## src/rtl/rapid_pkg.sv

```systemverilog
// Shared RAPID core definitions: widths, the NOP encoding, RV32I opcodes and decode classes.
package rapid_pkg;

  localparam int XLEN = 32;

  localparam logic [31:0] NOOP_INSTRUCTION = 32'h0000_0013;

  localparam logic [6:0] OPC_LUI      = 7'b0110111;
  localparam logic [6:0] OPC_AUIPC    = 7'b0010111;
  localparam logic [6:0] OPC_JAL      = 7'b1101111;
  localparam logic [6:0] OPC_JALR     = 7'b1100111;
  localparam logic [6:0] OPC_BRANCH   = 7'b1100011;
  localparam logic [6:0] OPC_LOAD     = 7'b0000011;
  localparam logic [6:0] OPC_STORE    = 7'b0100011;
  localparam logic [6:0] OPC_OP_IMM   = 7'b0010011;
  localparam logic [6:0] OPC_OP       = 7'b0110011;
  localparam logic [6:0] OPC_MISC_MEM = 7'b0001111;
  localparam logic [6:0] OPC_SYSTEM   = 7'b1110011;

  typedef enum logic [3:0] {
    CLASS_LUI,
    CLASS_AUIPC,
    CLASS_JAL,
    CLASS_JALR,
    CLASS_BRANCH,
    CLASS_LOAD,
    CLASS_STORE,
    CLASS_OP_IMM,
    CLASS_OP,
    CLASS_SYSTEM,
    CLASS_FENCE,
    CLASS_ILLEGAL
  } op_class_t;

  typedef enum logic [2:0] {
    FMT_R,
    FMT_I,
    FMT_S,
    FMT_B,
    FMT_U,
    FMT_J
  } imm_fmt_t;

endpackage

```

## src/rtl/rv32i_decoder.sv

```systemverilog
// Combinational RV32I decoder: fields, sign-extended immediate, class and legality.
// Zero latency; no flow control. Illegal words report zero rs1/rs2/imm and no rd write.
module rv32i_decoder
  import rapid_pkg::*;
(
  input  logic [31:0] instr,
  output logic [4:0]  rs1,
  output logic [4:0]  rs2,
  output logic [4:0]  rd,
  output logic        rd_we,
  output logic [31:0] imm,
  output op_class_t   op_class,
  output logic [2:0]  funct3,
  output logic        funct7b5,
  output logic        illegal
);

  logic [6:0]  opcode;
  logic [2:0]  f3;
  logic [6:0]  f7;
  logic [31:0] imm_i, imm_s, imm_b, imm_u, imm_j, imm_sel;
  op_class_t   cls;
  imm_fmt_t    fmt;
  logic        use_rs1, use_rs2, writes_rd, legal;

  assign opcode = instr[6:0];
  assign f3     = instr[14:12];
  assign f7     = instr[31:25];

  assign imm_i = {{20{instr[31]}}, instr[31:20]};
  assign imm_s = {{20{instr[31]}}, instr[31:25], instr[11:7]};
  assign imm_b = {{19{instr[31]}}, instr[31], instr[7], instr[30:25], instr[11:8], 1'b0};
  assign imm_u = {instr[31:12], 12'b0};
  assign imm_j = {{11{instr[31]}}, instr[31], instr[19:12], instr[20], instr[30:21], 1'b0};

  always_comb begin
    cls       = CLASS_ILLEGAL;
    fmt       = FMT_R;
    use_rs1   = 1'b0;
    use_rs2   = 1'b0;
    writes_rd = 1'b0;
    legal     = 1'b0;
    case (opcode)
      OPC_LUI: begin
        cls = CLASS_LUI; fmt = FMT_U; writes_rd = 1'b1; legal = 1'b1;
      end
      OPC_AUIPC: begin
        cls = CLASS_AUIPC; fmt = FMT_U; writes_rd = 1'b1; legal = 1'b1;
      end
      OPC_JAL: begin
        cls = CLASS_JAL; fmt = FMT_J; writes_rd = 1'b1; legal = 1'b1;
      end
      OPC_JALR: begin
        cls = CLASS_JALR; fmt = FMT_I; use_rs1 = 1'b1; writes_rd = 1'b1;
        legal = (f3 == 3'b000);
      end
      OPC_BRANCH: begin
        cls = CLASS_BRANCH; fmt = FMT_B; use_rs1 = 1'b1; use_rs2 = 1'b1;
        legal = (f3[2:1] != 2'b01);
      end
      OPC_LOAD: begin
        cls = CLASS_LOAD; fmt = FMT_I; use_rs1 = 1'b1; writes_rd = 1'b1;
        legal = (f3 != 3'b011) && (f3 != 3'b110) && (f3 != 3'b111);
      end
      OPC_STORE: begin
        cls = CLASS_STORE; fmt = FMT_S; use_rs1 = 1'b1; use_rs2 = 1'b1;
        legal = !f3[2] && (f3 != 3'b011);
      end
      OPC_OP_IMM: begin
        cls = CLASS_OP_IMM; fmt = FMT_I; use_rs1 = 1'b1; writes_rd = 1'b1;
        // Only the shift encodings constrain the upper immediate bits.
        if (f3 == 3'b001)      legal = (f7 == 7'h00);
        else if (f3 == 3'b101) legal = (f7 == 7'h00) || (f7 == 7'h20);
        else                   legal = 1'b1;
      end
      OPC_OP: begin
        cls = CLASS_OP; fmt = FMT_R; use_rs1 = 1'b1; use_rs2 = 1'b1; writes_rd = 1'b1;
        legal = (f7 == 7'h00) || ((f7 == 7'h20) && ((f3 == 3'b000) || (f3 == 3'b101)));
      end
      OPC_MISC_MEM: begin
        cls = CLASS_FENCE; fmt = FMT_I; legal = (f3 == 3'b000);
      end
      OPC_SYSTEM: begin
        // CSR forms with funct3[2] set carry a uimm in the rs1 slot.
        cls = CLASS_SYSTEM; fmt = FMT_I;
        use_rs1   = !f3[2] && (f3[1:0] != 2'b00);
        writes_rd = (f3 != 3'b000);
        legal     = (f3 != 3'b100);
      end
      default: ;
    endcase
  end

  always_comb begin
    imm_sel = 32'd0;
    case (fmt)
      FMT_I:   imm_sel = imm_i;
      FMT_S:   imm_sel = imm_s;
      FMT_B:   imm_sel = imm_b;
      FMT_U:   imm_sel = imm_u;
      FMT_J:   imm_sel = imm_j;
      default: imm_sel = 32'd0;
    endcase
  end

  assign illegal  = !legal;
  assign op_class = legal ? cls : CLASS_ILLEGAL;
  assign rs1      = (legal && use_rs1) ? instr[19:15] : 5'd0;
  assign rs2      = (legal && use_rs2) ? instr[24:20] : 5'd0;
  assign rd       = instr[11:7];
  assign rd_we    = legal && writes_rd && (instr[11:7] != 5'd0);
  assign imm      = legal ? imm_sel : 32'd0;
  assign funct3   = f3;
  assign funct7b5 = instr[30];

endmodule

```

## src/rtl/cpu_decode_unit.sv

```systemverilog
// RAPID decode stage: one registered instruction decoded for execute, 1-cycle fetch-to-output latency.
// Holds while execute stalls (fetch sees not-ready); an execute redirect squashes the stage.
module cpu_decode_unit
  import rapid_pkg::*;
#(
  parameter int XLEN      = rapid_pkg::XLEN,
  parameter int CNT_WIDTH = 32
) (
  input  logic                 i_clk,
  input  logic                 i_reset,
  input  logic [XLEN-1:0]      i_if_pc,
  input  logic [31:0]          i_if_instruction,
  output logic                 o_if_ready,
  output logic                 o_if_pc_load,
  output logic [XLEN-1:0]      o_if_ext_pc,
  input  logic                 i_redirect,
  input  logic [XLEN-1:0]      i_redirect_pc,
  input  logic                 i_ex_ready,
  output logic                 o_valid,
  output logic [XLEN-1:0]      o_pc,
  output logic [31:0]          o_instruction,
  output logic [4:0]           o_rs1,
  output logic [4:0]           o_rs2,
  output logic [4:0]           o_rd,
  output logic                 o_rd_we,
  output logic [XLEN-1:0]      o_imm,
  output op_class_t            o_op_class,
  output logic [2:0]           o_funct3,
  output logic                 o_funct7b5,
  output logic                 o_illegal,
  output logic [CNT_WIDTH-1:0] o_decoded_cnt,
  output logic [CNT_WIDTH-1:0] o_bubble_cnt
);

  logic                 valid_q;
  logic [XLEN-1:0]      pc_q;
  logic [31:0]          instr_q;
  logic [CNT_WIDTH-1:0] decoded_cnt_q, bubble_cnt_q;
  logic                 advance, capture, fetch_real;
  logic [31:0]          dec_imm;

  assign advance    = !valid_q || i_ex_ready;
  assign capture    = advance && !i_redirect;
  assign fetch_real = (i_if_instruction != NOOP_INSTRUCTION);

  // Redirect forces ready so fetch drops whatever it holds and loads the new PC.
  assign o_if_ready   = advance || i_redirect;
  assign o_if_pc_load = i_redirect;
  assign o_if_ext_pc  = i_redirect_pc;

  always_ff @(posedge i_clk or posedge i_reset) begin
    if (i_reset) begin
      valid_q <= 1'b0;
      pc_q    <= '0;
      instr_q <= NOOP_INSTRUCTION;
    end else if (i_redirect) begin
      valid_q <= 1'b0;
      pc_q    <= '0;
      instr_q <= NOOP_INSTRUCTION;
    end else if (advance) begin
      valid_q <= fetch_real;
      pc_q    <= i_if_pc;
      instr_q <= i_if_instruction;
    end
  end

  always_ff @(posedge i_clk or posedge i_reset) begin
    if (i_reset) begin
      decoded_cnt_q <= '0;
      bubble_cnt_q  <= '0;
    end else begin
      if (valid_q && i_ex_ready && !i_redirect)
        decoded_cnt_q <= decoded_cnt_q + CNT_WIDTH'(1);
      if (capture && !fetch_real)
        bubble_cnt_q <= bubble_cnt_q + CNT_WIDTH'(1);
    end
  end

  rv32i_decoder u_dec (
    .instr    (instr_q),
    .rs1      (o_rs1),
    .rs2      (o_rs2),
    .rd       (o_rd),
    .rd_we    (o_rd_we),
    .imm      (dec_imm),
    .op_class (o_op_class),
    .funct3   (o_funct3),
    .funct7b5 (o_funct7b5),
    .illegal  (o_illegal)
  );

  assign o_imm         = XLEN'($signed(dec_imm));
  assign o_valid       = valid_q;
  assign o_pc          = pc_q;
  assign o_instruction = instr_q;
  assign o_decoded_cnt = decoded_cnt_q;
  assign o_bubble_cnt  = bubble_cnt_q;

endmodule

```

## config.mk

```make
export PLATFORM = sky130hd
export DESIGN_NAME = cpu_decode_unit
export DESIGN_NICKNAME = d
export VERILOG_FILES = /design/src/rtl/rapid_pkg.sv /design/src/rtl/rv32i_decoder.sv /design/src/rtl/cpu_decode_unit.sv
export SDC_FILE = /design/constraint.sdc
export NUM_CORES = 1
export LEC_CHECK = 0
export ABC_AREA = 1
export BUFFER_PORTS_ARGS = -buffer_cell sky130_fd_sc_hd__buf_2
export CORE_AREA = 2 2 125 127
export CTS_BUF_LIST = sky130_fd_sc_hd__clkbuf_4 sky130_fd_sc_hd__clkbuf_8
export DETAILED_ROUTE_END_ITERATION = 8
export DIE_AREA = 0 0 127 129
export PLACE_DENSITY = 0.84
export SLEW_MARGIN = 40
export SYNTH_ARGS = -nofsm -noshare
export SYNTH_HDL_FRONTEND = slang
export SYNTH_SLANG_ARGS = --single-unit
export TNS_END_PERCENT = 100
```

## constraint.sdc

```tcl
create_clock -name i_clk -period 9 [get_ports i_clk]
set_clock_uncertainty 0.2 [all_clocks]
set_input_delay 0 -clock i_clk [delete_from_list [all_inputs] [get_ports i_clk]]
set_output_delay 0 -clock i_clk [all_outputs]
set_load 0.02 [all_outputs]
```

==> results of run 1 <==
-- registers in the layout (all words and copies together), names as in the netlist --
register,cells
o_pc,32
o_valid,1
o_decoded_cnt,32
o_bubble_cnt,32
o_instruction,32
-- layer usage --
layer,up-vias,share of wire
li1,3787,-
met1,3865,0.40
met2,480,0.49
met3,95,0.080
met4,0,0.038
met5,-,0
-- timing repair --
item	in CTS	in global routing
endpoints found under the hold margin	155	0
hold buffers	119	0
setup endpoints to repair	0	0
setup buffers	0	0
gates resized for setup	0	0
-- synth_stat cells --
master	n	area [um^2]
a22o_1	32	280.3
nand4_2	1	12.51
xnor2_1	27	236.5
nor2_1	112	420.4
nand3b_2	1	11.26
nand3b_1	4	30.03
nor3_1	34	170.2
and3_1	1	6.260
o21ai_2	1	8.760
nor4_1	4	25.02
o21ai_0	27	135.1
dfrtp_1	126	3153
nand2_1	279	1047
nand2_4	1	11.26
o2111ai_1	1	8.760
o21ai_1	1	5.000
a21oi_2	18	157.7
xor2_1	28	245.2
nand4_1	19	118.9
o22ai_1	18	112.6
clkbuf_1	19	71.32
nor2_2	6	37.54
nand2_2	5	31.28
ha_1	2	25.02
buf_2	6	30.03
buf_4	43	322.8
dfstp_2	3	78.83
inv_1	90	337.8
nand3_1	35	175.2
a21oi_1	22	110.1
nor2_4	3	33.78
o22a_1	2	17.52
buf_6	4	45.04
nor3_2	1	10.01
nor3b_1	1	7.510
inv_2	9	33.78
-- power by group through the flow --
stage          Clock (mW)  Sequential, mW  Combinational (mW)
6_report            0.541           0.647               0.321
5_1_grt             0.578           0.651               0.342
4_1_cts             0.547           0.646               0.315
3_5_place_dp            0           0.657               0.262
3_3_place_gp            0           0.655               0.250
2_1_floorplan           0           0.689               0.153
-- worst paths after layout --
check                                              from                      endpoint  slack [ps]  cells past startpoint
hold / removal                              i_if_pc[18]          o_pc[18]$_DFFE_PP0P_         110                      3
hold reg to reg                     o_pc[4]$_DFFE_PP0P_           o_pc[4]$_DFFE_PP0P_         300                      1
setup reg to reg                    o_valid$_DFFE_PP0P_  o_instruction[4]$_DFFE_PP1P_        6450                      7
setup / recovery           o_instruction[4]$_DFFE_PP1P_                     o_imm[26]        5850                      8
min in group asynchronous                       i_reset           o_pc[2]$_DFFE_PP0P_         540                      4
max in group asynchronous                       i_reset  o_bubble_cnt[25]$_DFFE_PP0P_        6900                      5
-- logic make-up after synthesis --
group / count (synthesis) / share of synthesized area
adders and majority gates: 2 / 0.003308
AOI/OAI and AO/OA: 122 / 0.1105
xor gates and xnor gates: 55 / 0.06369
and+or+nand+nor: 507 / 0.2840
buffers and inverters: 171 / 0.1112
DFF: 129 / 0.4273
-- worst max-delay path: stages, from the launching register on --
cell      delay (ps)
dfstp_2          560
inv_2             60
nor2_2           420
nand2_2          170
nor2_2           230
nand3b_2         240
nand2_2          360
a21oi_2          260
buf_2            180
-- cell type report --
| cell class | count | share of cell area |
|---|---|---|
| multi-input cells | 686 | 0.3406 |
| clock buffers | 20 | 0.02604 |
| repair buffers | 379 | 0.2465 |
| inverters | 99 | 0.03621 |
| well taps | 188 | 0.02277 |
| flip-flops and latches | 129 | 0.3128 |
| clock inverters | 12 | 0.01514 |
-- metrics by stage --
step	cells	setup slack, ps
final	1513	5854
after global routing	1513	5668
after CTS	1513	5636
after detailed placement	1362	6142
after global placement	1359	6018
after floorplan	986	5364
==> flow_summary.yaml, run 1 <==
finish:
  layout_commonest_cell: "nand2_1"
  fillers: 1152
  final_nets: 1414
  multi_input_area_um2: 3518
  syn_to_final_growth_pct: 36.59
  post-route-util: 0.6898
  n_antenna_cell: 0
  seqCellArea_um2: 3232
  fin_area_um2: 10330
  drive_above_1_share: 0.2626
  layout_common_cells: "278 x nand2_1, 255 x buf_2, 126 x dfrtp_1"
detailed_routing:
  via_count: 8227
  ant_nets: 0
  drtPass1Iterations: 6
  wirelength_um: 24940
  viasPerCell: 5.438
  routedWlPerCell_um: 16.48
  drc: 0
  drt_iter0_drc: 795
outcome:
  status: "finished, final reports clean"
synthesis:
  syn_nets: 1088
  syn_area_per_cell_um2: 7.671
  ys_ff_latch: 129
  yosysWarnings: 0
  ys_seq_area_frac: 0.4273
  synthDistinctLibCells: 36
  syn_inst: 986
  netlist_area_um2: 7564
sta:
  setup_tns_ps: 0
  hold_violations: 0
  final_max_slew_viol_count: 0
  rsz0062_at_grt: "no"
  maxSlewHeadroom: 0.4457
  hold_ws_ps: 113.2
  max_freq_mhz: 317.9
  period_minus_slack_ps: 3146
  final-setup-viol-count: 0
  min_period_over_period: 0.3495
  worst_pin_slew_ps: 830.6
placed_design:
  dp_hpwl_um: 16440
  dpl_cell_area_um2: 8707
  io_buffers: 255
  place.gp.congestion: 0.9434
global_route:
  grt_use_met2: 0.4921
  met3_usage: 0.06653
  gr-total-overflow: 0
  grt-busiest-layer: "met2"
  antenna_found_initial: 0
  grt_pass1_wl_um: 38740
  grtUsageMet1: 0.3751
  grtUsageTotal: 0.2975
  grt_pass1_vias: 7864
  grt_max_degree: 85
critical_path:
  worstSetupEndpointType: "output pin"
  crit_path_start_kind: "register"
  worst_ep_arrival_time_ps: 2950
  critPathMaxFanout: 21
  critPathRequiredTime_ps: 8800
  critPathKind: "reg2out"
floorplan:
  die_area_um2: 16380
  coreArea_um2: 14980
  die_height_um: 129
  io-pin-count: 320
  rows: 45
  start_util: 0.5050
  fp.dieW_um: 127
clocking:
  root_buffer: "clkbuf_8"
  clk_pin_slew_ps: 80
  cts_sinks: 129
  tritoncts: "yes"
  cts_buffer_depth: 2
  clock_latency_ps: 450
  cts_buffers: 17
  htreeDepth: 4
pwr:
  p_sw_frac: 0.3214
  leakagePower_nw: 5.259
  p_comb_frac: 0.213
  seqPwrFrac: 0.429
  p_int_mw: 1.024
  power_density_nw_per_um2: 146.0
  ir_drop_v: 0.00008330
  clkPwrFrac: 0.358
  fin_total_pwr_mw: 1.509
  power_switching_uw: 484.9
worst_hold_path:
  hold_path.class: "in2reg"
job:
  maxCapViolCount: 0
No activity file was read; power rests on OpenSTA's default activity.
==> inputs of run 2 (changes only) <==
- ABC_AREA: 1 -> 0
- CORE_AREA: 2 2 125 127 -> 2 2 126 128
- DIE_AREA: 0 0 127 129 -> 0 0 128 130
- PLACE_DENSITY: 0.84 -> 0.78
- clock period: 9 -> 2.9 ns (I/O delays scaled with it)
==> flow_summary.yaml, run 2 <==
global_route:
  grt_pass1_vias: 6409
  gr-total-overflow: 0
  grt_max_degree: 47
  grt_pass1_wl_um: 33970
  antenna_found_initial: 1
  grtUsageTotal: 0.2626
finish:
  final_nets: 1105
  layout_common_cells: "254 x buf_2, 126 x dfrtp_1, 115 x dlygate4sd3_1"
  seqCellArea_um2: 3236
  post-route-util: 0.6388
  layout_commonest_cell: "buf_2"
  drive_above_1_share: 0.3661
  syn_to_final_growth_pct: 42.66
  multi_input_area_um2: 3174
  instances_no_fill: 1209
  fillers: 1198
synthesis:
  ys_ff_latch: 129
  synth_edf_count: 0
  syn_area_per_cell_um2: 10.46
  async_flop_share: 1.000
  synth_area_leaders: "dfrtp_1 46%, a22o_1 7.2%, xnor2_1 6.1%"
  synthDistinctLibCells: 64
  synth_top_area_cell: "dfrtp_1"
  netlist_area_um2: 6907
  syn_nets: 762
  yosysMostFrequentCell: "dfrtp_1"
  synth_commonest_cells: "126 x dfrtp_1, 65 x nand2_1, 57 x a22o_1, 48 x xnor2_1, 42 x buf_4"
  syn_inst: 660
  yosysWarnings: 0
  synth_top_area_share: 0.4565
  ys.flop_type: "dfrtp_1"
  ys_seq_area_frac: 0.4679
floorplan:
  start_util: 0.4478
  rows: 46
  io-pin-count: 320
  coreArea_um2: 15420
  die_height_um: 130
  die_area_um2: 16640
  fp.dieW_um: 128
placed_design:
  place.gp.congestion: 0.9460
  dp_hpwl_um: 14820
  io_buffers: 255
  dp_cells: 1055
sta:
  rsz0062_at_grt: "no"
  hold_violations: 0
  max_freq_mhz: 357.1
  worst_pin_slew_ps: 698.7
  final-setup-viol-count: 0
  period_minus_slack_ps: 2801
  maxSlewHeadroom: 0.5302
  final_max_slew_viol_count: 0
  min_period_over_period: 0.9657
  setup_tns_ps: 0
clocking:
  clk_pin_slew_ps: 80
  htreeDepth: 4
  tritoncts: "yes"
  root_buffer: "clkbuf_8"
  clock_latency_ps: 430
  cts_sinks: 129
  cts_buffer_depth: 2
  cts_buffers: 17
detailed_routing:
  wl_met1_um: 8876
  drt_iter0_drc: 444
  routedWlPerCell_um: 18.67
  viasPerCell: 5.550
  routed.top_layer: "met4"
  ant_nets: 0
  wl_met3_um: 1390
  wl_met2_um: 11200
  wirelength_um: 22580
  via_count: 6710
  drtPass1Iterations: 6
  drc: 0
critical_path:
  cpMostUsedCell: "buf_4"
  crit_chain: "nand4bb_4 -> or2_1 -> o32ai_2 -> a211oi_4 -> buf_4 -> a2111oi_2 -> buf_4"
  max_stage_delay_ps: 630
  critPathKind: "reg2out"
  path_delay_family: "compound AO/OA/AOI/OAI gates"
  critPathRequiredTime_ps: 2700
  crit_path_start_kind: "register"
  cp_slowest_cell: "dfstp_2"
  critPathMaxFanout: 7
  regToRegStartpoint: "o_valid$_DFFE_PP0P_"
  path_buf_inv: 2
  cp-startpoint: "o_instruction[0]$_DFFE_PP1P_"
  worst_ep_arrival_time_ps: 2600
  worstSetupEndpointType: "output pin"
outcome:
  status: "finished, final reports clean"
pwr:
  leakagePower_nw: 4.905
  ir_drop_v: 0.0003050
  fin_total_pwr_mw: 4.595
  power_density_nw_per_um2: 466.4
job:
  maxCapViolCount: 0
worst_hold_path:
  hold_path.class: "in2reg"
  hp-start: "i_if_pc[2]"
-- run 2: cell families after synthesis --
logic type / after synthesis / synth area share
AND/OR/NAND/NOR: 239 / 0.2156
AO/OA/AOI/OAI: 131 / 0.1484
flip-flops: 129 / 0.4679
buffers and inverters: 92 / 0.07880
XOR/XNOR: 65 / 0.08243
multiplexers: 2 / 0.003261
adder cells (fa/ha/maj): 2 / 0.003623
-- run 2: worst paths after layout --
path / endpoint / slack [ps] / cells past startpoint
setup reg to reg: o_pc[24]$_DFFE_PP0P_ / 630 / 5
hold reg to reg: o_bubble_cnt[31]$_DFFE_PP0P_ / 280 / 1
min in group asynchronous: o_decoded_cnt[7]$_DFFE_PP0P_ / 430 / 4
setup / recovery: o_op_class[2] / 100 / 7
hold / removal: o_pc[2]$_DFFE_PP0P_ / 120 / 3
max in group asynchronous: o_instruction[4]$_DFFE_PP1P_ / 1290 / 6
-- run 2: metrics by stage --
step	hold WS, ps	instance area (um^2)	setup WS [ps]
final	124.6	9853	99.44
after global routing	112.3	9851	1.620
after CTS	42.44	9774	11.27
after detailed placement	-199.9	8194	309.2
after global placement	-199.9	8194	346.8
after floorplan	-136.9	6910	601.0
-- run 2: layout make-up --
type                       instances  area share
sequential                       129      0.3284
multi-input combinational        439      0.3222
timing repair buffer             403      0.2781
clock buffer                      27     0.03327
tap                              192     0.02438
clock inverter                     5    0.008127
inverter                          13    0.005333
antenna                            1   0.0002540
-- run 2: report_power, final --
group | internal (mW) | switching, mW | total (mW) | leakage (nW)
clock network | 0.899 | 0.669 | 1.57 | 0.208
logic | 0.421 | 0.602 | 1.02 | 2.99
registers | 1.89 | 0.114 | 2.00 | 1.70
total | 3.21 | 1.39 | 4.60 | 4.90
-- run 2: timing repair --
item / CTS / global route
endpoints found under the hold margin: 250 / 9
hold buffers: 114 / 1
resized for setup: 2 / 4
setup buffers: 3 / 2
pin swaps: 1 / 0
endpoints found under the setup margin: 38 / 20
-- run 2: worst register-to-register path: stages (launching register included) --
cell	delay, ps
dfrtp_1	400
nand2b_1	200
nor2b_4	200
buf_4	380
a22o_1	240
dlygate4sd3_1	580
-- run 2: routing by layer --
metal | vias up | track usage
li1 | 3027 | -
met1 | 3277 | 0.3148
met2 | 333 | 0.4413
met3 | 73 | 0.05699
met4 | 0 | 0.1500
met5 | - | 0
==> inputs of run 3 (changes only) <==
- SETUP_SLACK_MARGIN: default -> 0.3
==> flow_summary.yaml, run 3 (same netlist as run 2, synthesis figures left out) <==
sta:
  period_minus_slack_ps: 2658
  final_max_slew_viol_count: 0
  min_period_over_period: 0.9165
  worst_pin_slew_ps: 626.1
  maxSlewHeadroom: 0.5795
  hold_violations: 0
  final-setup-viol-count: 0
  setup_tns_ps: 0
  rsz0062_at_grt: "yes"
  max_freq_mhz: 376.2
finish:
  final_nets: 1134
  instances_no_fill: 1238
  drive_above_1_share: 0.4268
  layout_common_cells: "214 x buf_2, 116 x dfrtp_1, 115 x dlygate4sd3_1"
  layout_commonest_cell: "buf_2"
  syn_to_final_growth_pct: 53.84
pwr:
  leakagePower_nw: 5.146
  fin_total_pwr_mw: 4.824
  ir_drop_v: 0.0003049
  power_density_nw_per_um2: 454.0
detailed_routing:
  routedWlPerCell_um: 20.10
  ant_nets: 0
  routed.top_layer: "met4"
  wl_met2_um: 12560
  viasPerCell: 5.684
  wl_met3_um: 1727
  drc: 0
  drt_iter0_drc: 440
  wirelength_um: 24890
  wl_met1_um: 9269
  via_count: 7037
  drtPass1Iterations: 7
critical_path:
  critPathMaxFanout: 8
  endpoint: "o_imm[16]"
  crit_chain: "nor4bb_4 -> a31o_2 -> nor4_4 -> a211oi_4 -> buf_6 -> buf_12 -> a21oi_2 -> buf_4"
  worst_ep_arrival_time_ps: 2460
  cp-startpoint: "o_instruction[4]$_DFFE_PP1P_"
  reg2reg_slack_ps: 630
  crit_path_start_kind: "register"
  cp_slowest_cell: "dfstp_4"
  critPathRequiredTime_ps: 2700
  critPathKind: "reg2out"
  worstSetupEndpointType: "output pin"
  max_stage_delay_ps: 660
  regToRegStartpoint: "o_valid$_DFFE_PP0P_"
  worst_r2r_path_depth: 5
  r2r_end: "o_pc[29]$_DFFE_PP0P_"
global_route:
  grt_pass1_wl_um: 36170
  gr-total-overflow: 0
  grtUsageTotal: 0.2794
  grt_max_degree: 47
  grt_pass1_vias: 6763
  antenna_found_initial: 1
floorplan:
  fp.dieW_um: 128
  start_util: 0.4478
  rows: 46
  die_height_um: 130
  coreArea_um2: 15420
  io-pin-count: 320
  die_area_um2: 16640
placed_design:
  place.gp.congestion: 0.9460
  io_buffers: 255
  dp_hpwl_um: 14820
  dp_cells: 1055
job:
  maxCapViolCount: 0
worst_hold_path:
  hold_path.class: "in2reg"
outcome:
  status: "finished, final reports clean"
clocking:
  tritoncts: "yes"
  root_buffer: "clkbuf_8"
  cts_buffer_depth: 2
  cts_buffers: 17
  cts_sinks: 129
  clk_pin_slew_ps: 70
  clock_latency_ps: 430
  htreeDepth: 4
## run 3: what timing repair did
item                                    in CTS  in global routing
setup buffers                               24                  7
pin swaps                                   14                 15
endpoints found under the setup margin      48                 48
hold endpoints to repair                   250                  9
hold buffers                               114                  1
cloned                                       2                  1
resized for setup                           63                 77
## run 3: stage by stage
stage               hold WS [ps]  setup WS, ps    util  instance area, um^2
floorplan                 -136.9         601.0       -                 6910
detailed placement        -199.9         309.2  0.5312                 8194
global placement          -199.9         346.8  0.5312                 8194
CTS                        42.44         263.7  0.6623                10220
global route               116.9         142.9  0.6887                10620
finish                     123.9         242.1  0.6888                10630
## run 3: final cells by class
| class | instances | area [um^2] |
|---|---|---|
| Inverter | 13 | 52.55 |
| Fill cell | 1072 | 4800 |
| Clock inverter | 5 | 80.08 |
| Multi-Input combinational cell | 439 | 3438 |
| Antenna cell | 1 | 2.502 |
| Tap cell | 192 | 240.2 |
| Sequential cell | 129 | 3248 |
| Clock buffer | 27 | 327.8 |
| Timing Repair Buffer | 432 | 3236 |
## run 3: power breakdown
group / switching [mW] / internal, mW / leakage [nW]
registers: 0.113 / 1.89 / 1.69
clock network: 0.666 / 0.900 / 0.208
logic: 0.704 / 0.551 / 3.25
## run 3: critical path, delay by kind of cell, from the launching register on
family / cells / cell delay (ps)
and+or+nand+nor: 2 / 240
buffers and inverters: 3 / 530
DFF: 1 / 660
AOI/OAI and AO/OA: 3 / 590
## run 3: per-layer routing
metal,up-vias,track usage
met3,101,0.05658
li1,3086,-
met4,0,0.1655
met5,-,0
met1,3463,0.3302
met2,387,0.4753
## run 3: how the worst min path moves through the flow
| stage | cells past startpoint | startpoint | endpoint | slack (ps) |
|---|---|---|---|---|
| after floorplan | 1 | i_redirect | o_valid$_DFFE_PP0P_ | -140 |
| after global placement | 0 | i_redirect_pc[12] | o_if_ext_pc[12] | -200 |
| after detailed placement | 0 | i_redirect_pc[12] | o_if_ext_pc[12] | -200 |
| after CTS | 3 | i_reset | o_decoded_cnt[1]$_DFFE_PP0P_ | 40 |
| after global routing | 3 | i_if_instruction[1] | o_instruction[1]$_DFFE_PP1P_ | 120 |
| final | 3 | i_if_pc[2] | o_pc[2]$_DFFE_PP0P_ | 120 |
